--- config.mk ---
export PLATFORM = sky130hd
export DESIGN_NAME = shift_reg_univ_flat
export DESIGN_NICKNAME = d
export VERILOG_FILES = /design/src/rtl/shift_reg_univ_if.sv /design/src/rtl/shift_reg_univ.sv /design/src/flat_wrapper.sv
export SDC_FILE = /design/constraint.sdc
export NUM_CORES = 1
export LEC_CHECK = 0
export CAP_MARGIN = 25
export CORE_MARGIN = 5
export CORE_UTILIZATION = 39
export DETAILED_ROUTE_END_ITERATION = 6
export GPL_TIMING_DRIVEN = 0
export PLACE_DENSITY = 0.75
export SLEW_MARGIN = 20
export SYNTH_ARGS = -nofsm -noshare
export SYNTH_HDL_FRONTEND = slang
export SYNTH_SLANG_ARGS = --single-unit
--- constraint.sdc ---
create_clock -name clk -period 1.55 [get_ports clk]
set_clock_uncertainty 0.1 [all_clocks]
set_input_delay 0.2325 -clock clk [delete_from_list [all_inputs] [get_ports clk]]
set_output_delay 0.2325 -clock clk [all_outputs]
set_load 0.01 [all_outputs]
--- src/rtl/shift_reg_univ_if.sv ---
// Control/data bundle for shift_reg_univ: the driver side uses master, the register uses slave.
interface shift_reg_univ_if #(
    parameter int WIDTH = 8
);
    logic             en;
    logic [1:0]       mode;
    logic [WIDTH-1:0] d;
    logic             sin_hi;
    logic             sin_lo;
    logic             rot;
    logic             start;
    logic [WIDTH-1:0] q;
    logic [WIDTH-1:0] notq;
    logic             sout;
    logic             busy;
    logic             done;

    modport master (
        output en, mode, d, sin_hi, sin_lo, rot, start,
        input  q, notq, sout, busy, done
    );

    modport slave (
        input  en, mode, d, sin_hi, sin_lo, rot, start,
        output q, notq, sout, busy, done
    );
endinterface

--- src/rtl/shift_reg_univ.sv ---
// Universal WIDTH-bit shift register with parallel load and an LSB-first auto serial transfer.
// Optional rotate fill is compiled in when SHIFT_REG_UNIV_ROTATE_EN is defined.
module shift_reg_univ #(
    parameter int               WIDTH = 8,
    parameter logic [WIDTH-1:0] INIT  = '0
) (
    input  logic             clk,
    input  logic             rst_n,
    shift_reg_univ_if.slave  bus
);
    localparam int             CW   = $clog2(WIDTH + 1);
    localparam logic [CW-1:0]  LAST = CW'(WIDTH - 1);

    typedef enum logic [1:0] {
        IDLE = 2'd0,
        XFER = 2'd1,
        DONE = 2'd2
    } state_t;

    state_t           state = IDLE;
    logic [CW-1:0]    cnt   = '0;
    logic [WIDTH-1:0] q     = INIT;
    logic             busy  = 1'b0;
    logic             done  = 1'b0;

    logic             fill_hi;
    logic             fill_lo;
    logic [WIDTH-1:0] shr;
    logic [WIDTH-1:0] shl;

`ifdef SHIFT_REG_UNIV_ROTATE_EN
    // Rotate takes the fill bit from the opposite end of the word instead of the serial pins.
    assign fill_hi = bus.rot ? q[0]       : bus.sin_hi;
    assign fill_lo = bus.rot ? q[WIDTH-1] : bus.sin_lo;
`else
    logic unused_rot;
    assign unused_rot = bus.rot;
    assign fill_hi    = bus.sin_hi;
    assign fill_lo    = bus.sin_lo;
`endif

    assign shr = {fill_hi, q[WIDTH-1:1]};
    assign shl = {q[WIDTH-2:0], fill_lo};

    always_ff @(posedge clk) begin
        if (!rst_n) begin
            state <= IDLE;
            cnt   <= '0;
            q     <= INIT;
            busy  <= 1'b0;
            done  <= 1'b0;
        end else if (bus.en) begin
            case (state)
                IDLE: begin
                    if (bus.start) begin
                        state <= XFER;
                        cnt   <= '0;
                        busy  <= 1'b1;
                    end else begin
                        case (bus.mode)
                            2'b01:   q <= shr;
                            2'b10:   q <= shl;
                            2'b11:   q <= bus.d;
                            default: q <= q;
                        endcase
                    end
                end
                XFER: begin
                    // The final shift happens on the same edge that moves to DONE.
                    q   <= shr;
                    cnt <= cnt + 1'b1;
                    if (cnt == LAST) begin
                        state <= DONE;
                        busy  <= 1'b0;
                        done  <= 1'b1;
                    end
                end
                DONE: begin
                    state <= IDLE;
                    done  <= 1'b0;
                end
                default: begin
                    state <= IDLE;
                    busy  <= 1'b0;
                    done  <= 1'b0;
                end
            endcase
        end
    end

    assign bus.q    = q;
    assign bus.notq = ~q;
    assign bus.sout = q[0];
    assign bus.busy = busy;
    assign bus.done = done;
endmodule
--- src/flat_wrapper.sv ---
// flat-port wrapper written by rule: the top's interface ports become plain ports
module shift_reg_univ_flat 
#(
    parameter int               WIDTH = 8,
    parameter logic [WIDTH-1:0] INIT  = '0
)
  (clk, rst_n, bus_en, bus_mode, bus_d, bus_sin_hi, bus_sin_lo, bus_rot, bus_start, bus_q, bus_notq, bus_sout, bus_busy, bus_done);
  shift_reg_univ_if #(.WIDTH(WIDTH)) bus_i ();
  input  logic clk;
  input  logic rst_n;
  input wire logic [$bits(bus_i.en)-1:0] bus_en;
  input wire logic [$bits(bus_i.mode)-1:0] bus_mode;
  input wire logic [$bits(bus_i.d)-1:0] bus_d;
  input wire logic [$bits(bus_i.sin_hi)-1:0] bus_sin_hi;
  input wire logic [$bits(bus_i.sin_lo)-1:0] bus_sin_lo;
  input wire logic [$bits(bus_i.rot)-1:0] bus_rot;
  input wire logic [$bits(bus_i.start)-1:0] bus_start;
  output wire logic [$bits(bus_i.q)-1:0] bus_q;
  output wire logic [$bits(bus_i.notq)-1:0] bus_notq;
  output wire logic [$bits(bus_i.sout)-1:0] bus_sout;
  output wire logic [$bits(bus_i.busy)-1:0] bus_busy;
  output wire logic [$bits(bus_i.done)-1:0] bus_done;
  assign bus_i.en = bus_en;
  assign bus_i.mode = bus_mode;
  assign bus_i.d = bus_d;
  assign bus_i.sin_hi = bus_sin_hi;
  assign bus_i.sin_lo = bus_sin_lo;
  assign bus_i.rot = bus_rot;
  assign bus_i.start = bus_start;
  assign bus_q = bus_i.q;
  assign bus_notq = bus_i.notq;
  assign bus_sout = bus_i.sout;
  assign bus_busy = bus_i.busy;
  assign bus_done = bus_i.done;
  shift_reg_univ #(.WIDTH(WIDTH), .INIT(INIT)) u_core (.clk(clk), .rst_n(rst_n), .bus(bus_i));
endmodule
==> flow_summary.json, run 1 <==
{
  "antenna_found_initial": 0,
  "netlist.area_leader.share_pct": 32.9,
  "clockBufferDepth": 2,
  "synth-edff-count": 0,
  "status": "finished with violations",
  "tns_ns": -0.0171,
  "io_buffers": 34,
  "clockPowerShare_pct": 23.7,
  "period_share_pct": 100,
  "synthesis.area_um2": 975,
  "vias_per_cell": 5.57,
  "fmax_ghz": 0.642,
  "fin_nets": 180,
  "grt_pass1_vias": 999,
  "clk_root_buffer_cell": "clkbuf_4",
  "ys_types": 30,
  "ant_nets": 0,
  "synthAdderAreaFrac_pct": 5.13,
  "wirelength_um": 2650,
  "cts_tree": "built",
  "dr.pass1.iters": 4,
  "avgRoutedWirePerCell_um": 14.2,
  "grt_max_degree": 11,
  "cp_max_fo": 8,
  "setup_slack_ns": -0.00746,
  "reg2reg_slack_ns": -0.007,
  "p_int_mw": 0.654,
  "netSwitchingFraction_pct": 30.7,
  "async_flop_share_pct": 0,
  "area_growth_syn_to_layout_pct": 52.6,
  "synth_ff_type": "dfxtp_1",
  "clk_latency_ns": 0.29,
  "hold_path_depth": 3,
  "timing_hold_violations_final": 0,
  "violations": "negative setup slack",
  "worst-path-buf-inv": 0,
  "synth_top_family_by_area": "compound AO/OA/AOI/OAI gates",
  "dpl.hpwl_um": 1970,
  "synth_nets": 141,
  "slew_headroom_pct": 67.8,
  "p_per_area_nw_per_um2": 634,
  "drc_errors": 0,
  "synth_common_cells": "16 x dfxtp_1, 13 x a21oi_1, 10 x inv_1, 10 x nand2_1, 9 x nor3_1",
  "finalSetupViolCount": 3,
  "gp_congestion": 0.815,
  "r2r-end": "u_core.bus.q[6]$_SDFFE_PN0P_",
  "die_w_um": 60.0,
  "place_ws_ns": -0.765,
  "slew_viol_final": 0,
  "synth_mux_area_share_pct": 1.03,
  "drv_cap": 0,
  "synth.ff_latch_count": 16,
  "rsz0062_at_grt": "yes",
  "vias": 1042,
  "dieArea_um2": 3600,
  "cts_buffers": 3,
  "holdPathEnd": "u_core.bus.q[0]$_SDFFE_PN0P_",
  "rows": 18,
  "cts_max_level": 1,
  "fin_crit_ns": 1.56,
  "yosysMostFrequentCell": "dfxtp_1",
  "synth.area.top_cells": "dfxtp_1 33%, a22o_1 7.2%, o32ai_1 7.2%, a21oi_1 6.7%, ha_1 5.1%",
  "grt_pass1_wl_um": 4200,
  "synth-compound-area-share_pct": 28.1,
  "hp-class": "in2reg",
  "layout-drive-gt1-share_pct": 22.3,
  "path_class": "reg2reg",
  "r2r_cells": 3,
  "seqPwrFrac_pct": 47.3,
  "netSwitchingPower_mw": 0.289,
  "path_cells": "nand2b_4 -> or4_4 -> o32ai_2",
  "worst_pin_slew_ns": 0.481,
  "num_io_pins": 36,
  "fin_area_um2": 1490,
  "yosysTopAreaCell": "dfxtp_1",
  "end_kind": "register",
  "start_kind": "register",
  "synth_xor_area_share_pct": 0,
  "yosysWarnings": 0,
  "die_y_um": 60.0,
  "cp.arrival_ns": 1.66,
  "core_um2": 2430,
  "start_util_pct": 40.1,
  "r2r_start": "u_core.state[1]$_SDFFE_PN0P_",
  "grt_usage_pct": 15.0,
  "cpLargestDelayFamily": "simple AND/OR/NAND/NOR gates",
  "total_leakage_power_nw": 0.669,
  "slowest_delay_ns": 0.63,
  "path_clk_slew_ns": 0.09,
  "clock-sinks": 16,
  "seq_area_frac_synth_pct": 32.9,
  "placed_area_um2": 1450,
  "ir_worst_vdd_uv": 564,
  "required_ns": 1.65,
  "synth-simple-area-share_pct": 23.1,
  "hp-start": "rst_n",
  "grt_remaining_overflow": 0,
  "drt_iter0_markers": 22,
  "num_antenna_cells": 0,
  "avgSynthCellArea_um2": 8.12,
  "combPwrFrac_pct": 29.0,
  "postSynthCellCount": 120,
  "cp_slowest_cell": "or4_4"
}
## repair_timing
item / CTS / global route
gates resized for setup: 30 / 11
hold buffers: 0 / 0
cloned: 0 / 0
setup buffers: 1 / 3
pin swaps: 2 / 2
hold endpoints to repair: 0 / 0
endpoints found under the setup margin: 24 / 16
## cells by family (layout without fill, tap and decap cells)
group / after synthesis / after routing
AO/OA/AOI/OAI: 40 / 40
adder cells (fa/ha/maj): 4 / 4
buffers and inverters: 20 / 57
flip-flops: 16 / 16
multiplexers: 1 / 1
AND/OR/NAND/NOR: 39 / 39
## state kept, by name, summed over array words and instances (netlist names)
| signal | flops |
|---|---|
| u_core.state | 2 |
| u_core.bus.busy | 1 |
| u_core.bus.done | 1 |
| u_core.bus.q | 8 |
| u_core.cnt | 4 |
## stage by stage
| step | power [mW] | hold slack (ns) | std cells | utilization (%) |
|---|---|---|---|---|
| 5_1_grt | 1.00 | 0.360 | 187 | 61.2 |
| 4_1_cts | 0.951 | 0.336 | 185 | 59.4 |
| 3_3_place_gp | 0.737 | 0.380 | 184 | 59.5 |
| 6_report | 0.944 | 0.338 | 187 | 61.2 |
| 2_1_floorplan | 0.616 | 0.296 | 120 | - |
| 3_5_place_dp | 0.741 | 0.405 | 184 | 59.5 |
## routing by layer
layer | share of wire (%) | wire length [um] | track usage (%) | up-vias
li1 | - | - | - | 516
met1 | 42 | 1120 | 17.8 | 482
met2 | 48 | 1260 | 26.1 | 41
met3 | 8.8 | 234 | 3.67 | 3
met4 | 0.94 | 25 | 5.06 | 0
met5 | 0 | 0 | 0 | -
## power by group through the flow
stage	Clock (mW)	Combinational, mW	Sequential [mW]
final	0.223	0.274	0.446
after global routing	0.251	0.301	0.449
after CTS	0.227	0.277	0.446
after detailed placement	0	0.285	0.456
after global placement	0	0.282	0.455
after floorplan	0	0.158	0.458
## area by class of cell
class | count | area, um2
fillers | 232 | 945
plain buffers | 6 | 33.8
well taps | 30 | 37.5
multi-input cells | 84 | 654
inverters | 10 | 42.5
flip-flops and latches | 16 | 332
clock buffers | 3 | 22.5
repair buffers | 38 | 365
## tightest hold or removal path: stages
cell and delay, ns:
dlygate4sd2_1 0.29, nand2_1 0.10, o32ai_2 0.07
## cell usage in the layout (no fill, tap or decap), types with 2 or more instances in the layout
cell | synthesis | layout
clkdlybuf4s50_1 | 0 | 12
nor2_1 | 3 | 3
clkbuf_4 | 0 | 5
nand3_1 | 2 | 2
nor3b_1 | 3 | 2
o21ai_0 | 7 | 7
dlymetal6s2s_1 | 0 | 8
a22o_1 | 8 | 8
dfxtp_1 | 16 | 9
buf_4 | 1 | 5
ha_1 | 4 | 3
o32ai_2 | 0 | 8
buf_2 | 1 | 2
nor2b_1 | 4 | 4
nand2_1 | 10 | 10
dlygate4sd2_1 | 0 | 12
buf_1 | 3 | 2
inv_1 | 10 | 9
nor3_1 | 9 | 8
nor4bb_1 | 2 | 2
dfxtp_2 | 0 | 6
a21oi_1 | 13 | 13
## worst max path at each step
stage	from	to	slack (ns)	depth (start not counted)
final	u_core.state[1]$_SDFFE_PN0P_	u_core.bus.q[6]$_SDFFE_PN0P_	-0.007	3
after global routing	u_core.state[0]$_SDFFE_PN0P_	u_core.bus.q[7]$_SDFFE_PN0P_	-0.08	5
after CTS	u_core.state[1]$_SDFFE_PN0P_	u_core.bus.q[6]$_SDFFE_PN0P_	-0.05	3
after detailed placement	bus_mode[0]	u_core.bus.q[6]$_SDFFE_PN0P_	-0.77	8
after floorplan	bus_mode[1]	u_core.bus.q[0]$_SDFFE_PN0P_	-0.05	5
after global placement	bus_mode[0]	u_core.bus.q[7]$_SDFFE_PN0P_	-0.72	8
No activity file was read; power rests on OpenSTA's default activity.
==> inputs of run 2 (changes only) <==
--- a/config.mk
+++ b/config.mk
@@ -6,11 +6,12 @@
 export NUM_CORES = 1
 export LEC_CHECK = 0
 export CAP_MARGIN = 25
+export CORE_ASPECT_RATIO = 2
 export CORE_MARGIN = 5
-export CORE_UTILIZATION = 39
+export CORE_UTILIZATION = 35
 export DETAILED_ROUTE_END_ITERATION = 6
 export GPL_TIMING_DRIVEN = 0
-export PLACE_DENSITY = 0.75
+export PLACE_DENSITY = 0.66
 export SLEW_MARGIN = 20
 export SYNTH_ARGS = -nofsm -noshare
 export SYNTH_HDL_FRONTEND = slang
==> constraint.sdc (replaced) <==
create_clock -name clk -period 1.45 [get_ports clk]
set_clock_uncertainty 0.1 [all_clocks]
set_input_delay 0.2175 -clock clk [delete_from_list [all_inputs] [get_ports clk]]
set_output_delay 0.2175 -clock clk [all_outputs]
set_load 0.01 [all_outputs]
==> run 2 against run 1 <==
- the run still ends with negative setup slack left
- die area is 11% higher
- power is 23% higher
- via count is 3.0% lower
- largest cell class unchanged
- clock-buffer cell count is 1 higher
- register-to-register slack worse by 0.10 ns
- sequential power is 7.4% higher
- combinational power is 6% higher
- sequential share of layout area is 0.15 points lower
- worst setup slack worse by 0.12 ns
- critical endpoint is now u_core.bus.q[1]$_SDFFE_PN0P_
- clock power is 76% higher
- global-route usage is 0.22 points lower
==> flow_summary.json, run 2 (synthesis gave the netlist of run 1 again) <==
{
  "status": "finished with violations",
  "violations": "negative setup slack",
  "num_antenna_cells": 0,
  "drc_errors": 0,
  "period_share_pct": 108,
  "die_w_um": 47.3,
  "required_ns": 1.51,
  "path_class": "in2reg",
  "hold_path_depth": 3,
  "largest-register": "u_core.bus.q",
  "drv_cap": 0,
  "antenna_found_initial": 0,
  "tns_ns": -0.672,
  "timing_hold_violations_final": 0,
  "avgRoutedWirePerCell_um": 14.6,
  "fmax_ghz": 0.636,
  "rsz0062_at_grt": "yes",
  "grt_remaining_overflow": 0,
  "cp.arrival_ns": 1.64,
  "wirelength_um": 2700,
  "grt_pass1_vias": 996,
  "rows": 27,
  "end_kind": "register",
  "cts_buffers": 3,
  "area_growth_syn_to_layout_pct": 51.3,
  "slew_headroom_pct": 64.6,
  "clk_latency_ns": 0.25,
  "cts_max_level": 1,
  "routed.top_layer": "met4",
  "num_io_pins": 36,
  "cp_max_fo": 8,
  "clk_root_buffer_cell": "clkbuf_8",
  "cts_tree": "built",
  "r2r_cells": 3,
  "path_clk_slew_ns": 0.06,
  "met1_length_um": 897,
  "layout-drive-gt1-share_pct": 21.2,
  "ant_nets": 0,
  "dieArea_um2": 4000,
  "clock-sinks": 16,
  "dp_cells": 183,
  "clockBufferDepth": 2,
  "fin_crit_ns": 1.57,
  "largest_reg_flops": 8,
  "grt_usage_pct": 14.8,
  "hp-class": "in2reg",
  "total_leakage_power_nw": 0.602,
  "dpl.hpwl_um": 2120,
  "drt_iter0_markers": 31,
  "hold_buffers": 0,
  "dr.pass1.iters": 4,
  "vias_per_cell": 5.46,
  "finalSetupViolCount": 8,
  "final_cell_mix": "19 x dlygate4sd2_1, 13 x a21oi_1, 11 x clkdlybuf4s50_1, 11 x dfxtp_1, 10 x nand2_1",
  "finish.utilization_pct": 54.6,
  "layout_commonest_cell": "dlygate4sd2_1",
  "die_y_um": 84.6,
  "p_per_area_nw_per_um2": 788,
  "worst_pin_slew_ns": 0.529,
  "route.met3.wl_um": 180,
  "setup_slack_ns": -0.123,
  "vias": 1011,
  "ir_worst_vdd_uv": 574,
  "grt_pass1_wl_um": 4370,
  "largest_registers": "u_core.bus.q: 8 flops, u_core.cnt: 4 flops, u_core.state: 2 flops",
  "gp_congestion": 0.760,
  "fillers": 272,
  "start_kind": "primary input",
  "io_buffers": 34,
  "met2_length_um": 1570,
  "core_um2": 2700,
  "fin_nets": 178,
  "start_util_pct": 36.1,
  "grt_max_degree": 11,
  "instances_no_fill": 185,
  "slew_viol_final": 0
}
==> run 2: cell count changes in the layout (fill, tap and decap cells not counted), sizes merged <==
cell	delta
dlymetal6s2s	-7
buf	-1
dlygate4sd2	+7
clkdlybuf4s15	+1
clkdlybuf4s50	-1
==> run 2: power by group <==
part / internal (mW) / switching (mW)
sequential: 0.459 / 0.0200
clock: 0.241 / 0.151
combinational: 0.142 / 0.149
total: 0.842 / 0.320
==> run 2: per-layer routing <==
layer  global-route usage (%)  vias to the layer above
met3                     1.50                        5
li1                         -                      509
met1                     13.5                      465
met4                     7.30                        0
met2                     28.2                       32
met5                        0                        -
==> run 2: layout make-up <==
| type | instances | area (um2) | area share (%) |
|---|---|---|---|
| sequential | 16 | 327 | 22.1 |
| multi-input combinational | 84 | 657 | 44.5 |
| buffer | 6 | 33.8 | 2.29 |
| inverter | 10 | 42.5 | 2.88 |
| tap | 29 | 36.3 | 2.46 |
| timing repair buffer | 36 | 324 | 22.0 |
| clock buffer | 4 | 55.1 | 3.73 |
==> run 2: critical path, stage by stage <==
cell and delay [ns]:
clkdlybuf4s50_1 0.44, nor2b_2 0.19, or4_4 0.51, o32ai_2 0.28
==> run 2: metrics by stage <==
step	total power, mW	setup slack, ns	hold WS, ns	area (um2)
floorplan	0.659	-0.133	0.281	1070
global placement	0.790	-0.833	0.379	1450
detailed placement	0.796	-0.875	0.392	1450
CTS	1.17	-0.192	0.392	1480
global route	1.23	-0.180	0.414	1480
finish	1.16	-0.123	0.378	1480
==> run 2: final timing paths <==
path,from,endpoint,slack (ns)
setup / recovery,bus_start,u_core.bus.q[1]$_SDFFE_PN0P_,-0.12
hold / removal,rst_n,u_core.bus.q[0]$_SDFFE_PN0P_,0.38
setup reg to reg,u_core.state[1]$_SDFFE_PN0P_,u_core.bus.q[1]$_SDFFE_PN0P_,-0.11
hold reg to reg,u_core.cnt[1]$_SDFFE_PN0P_,u_core.cnt[1]$_SDFFE_PN0P_,0.40
==> run 2: timing repair <==
| item | in CTS | in global routing |
|---|---|---|
| setup buffers | 2 | 0 |
| endpoints found under the hold margin | 0 | 0 |
| resized for setup | 33 | 8 |
| setup endpoints to repair | 27 | 10 |
| pin swaps | 6 | 9 |
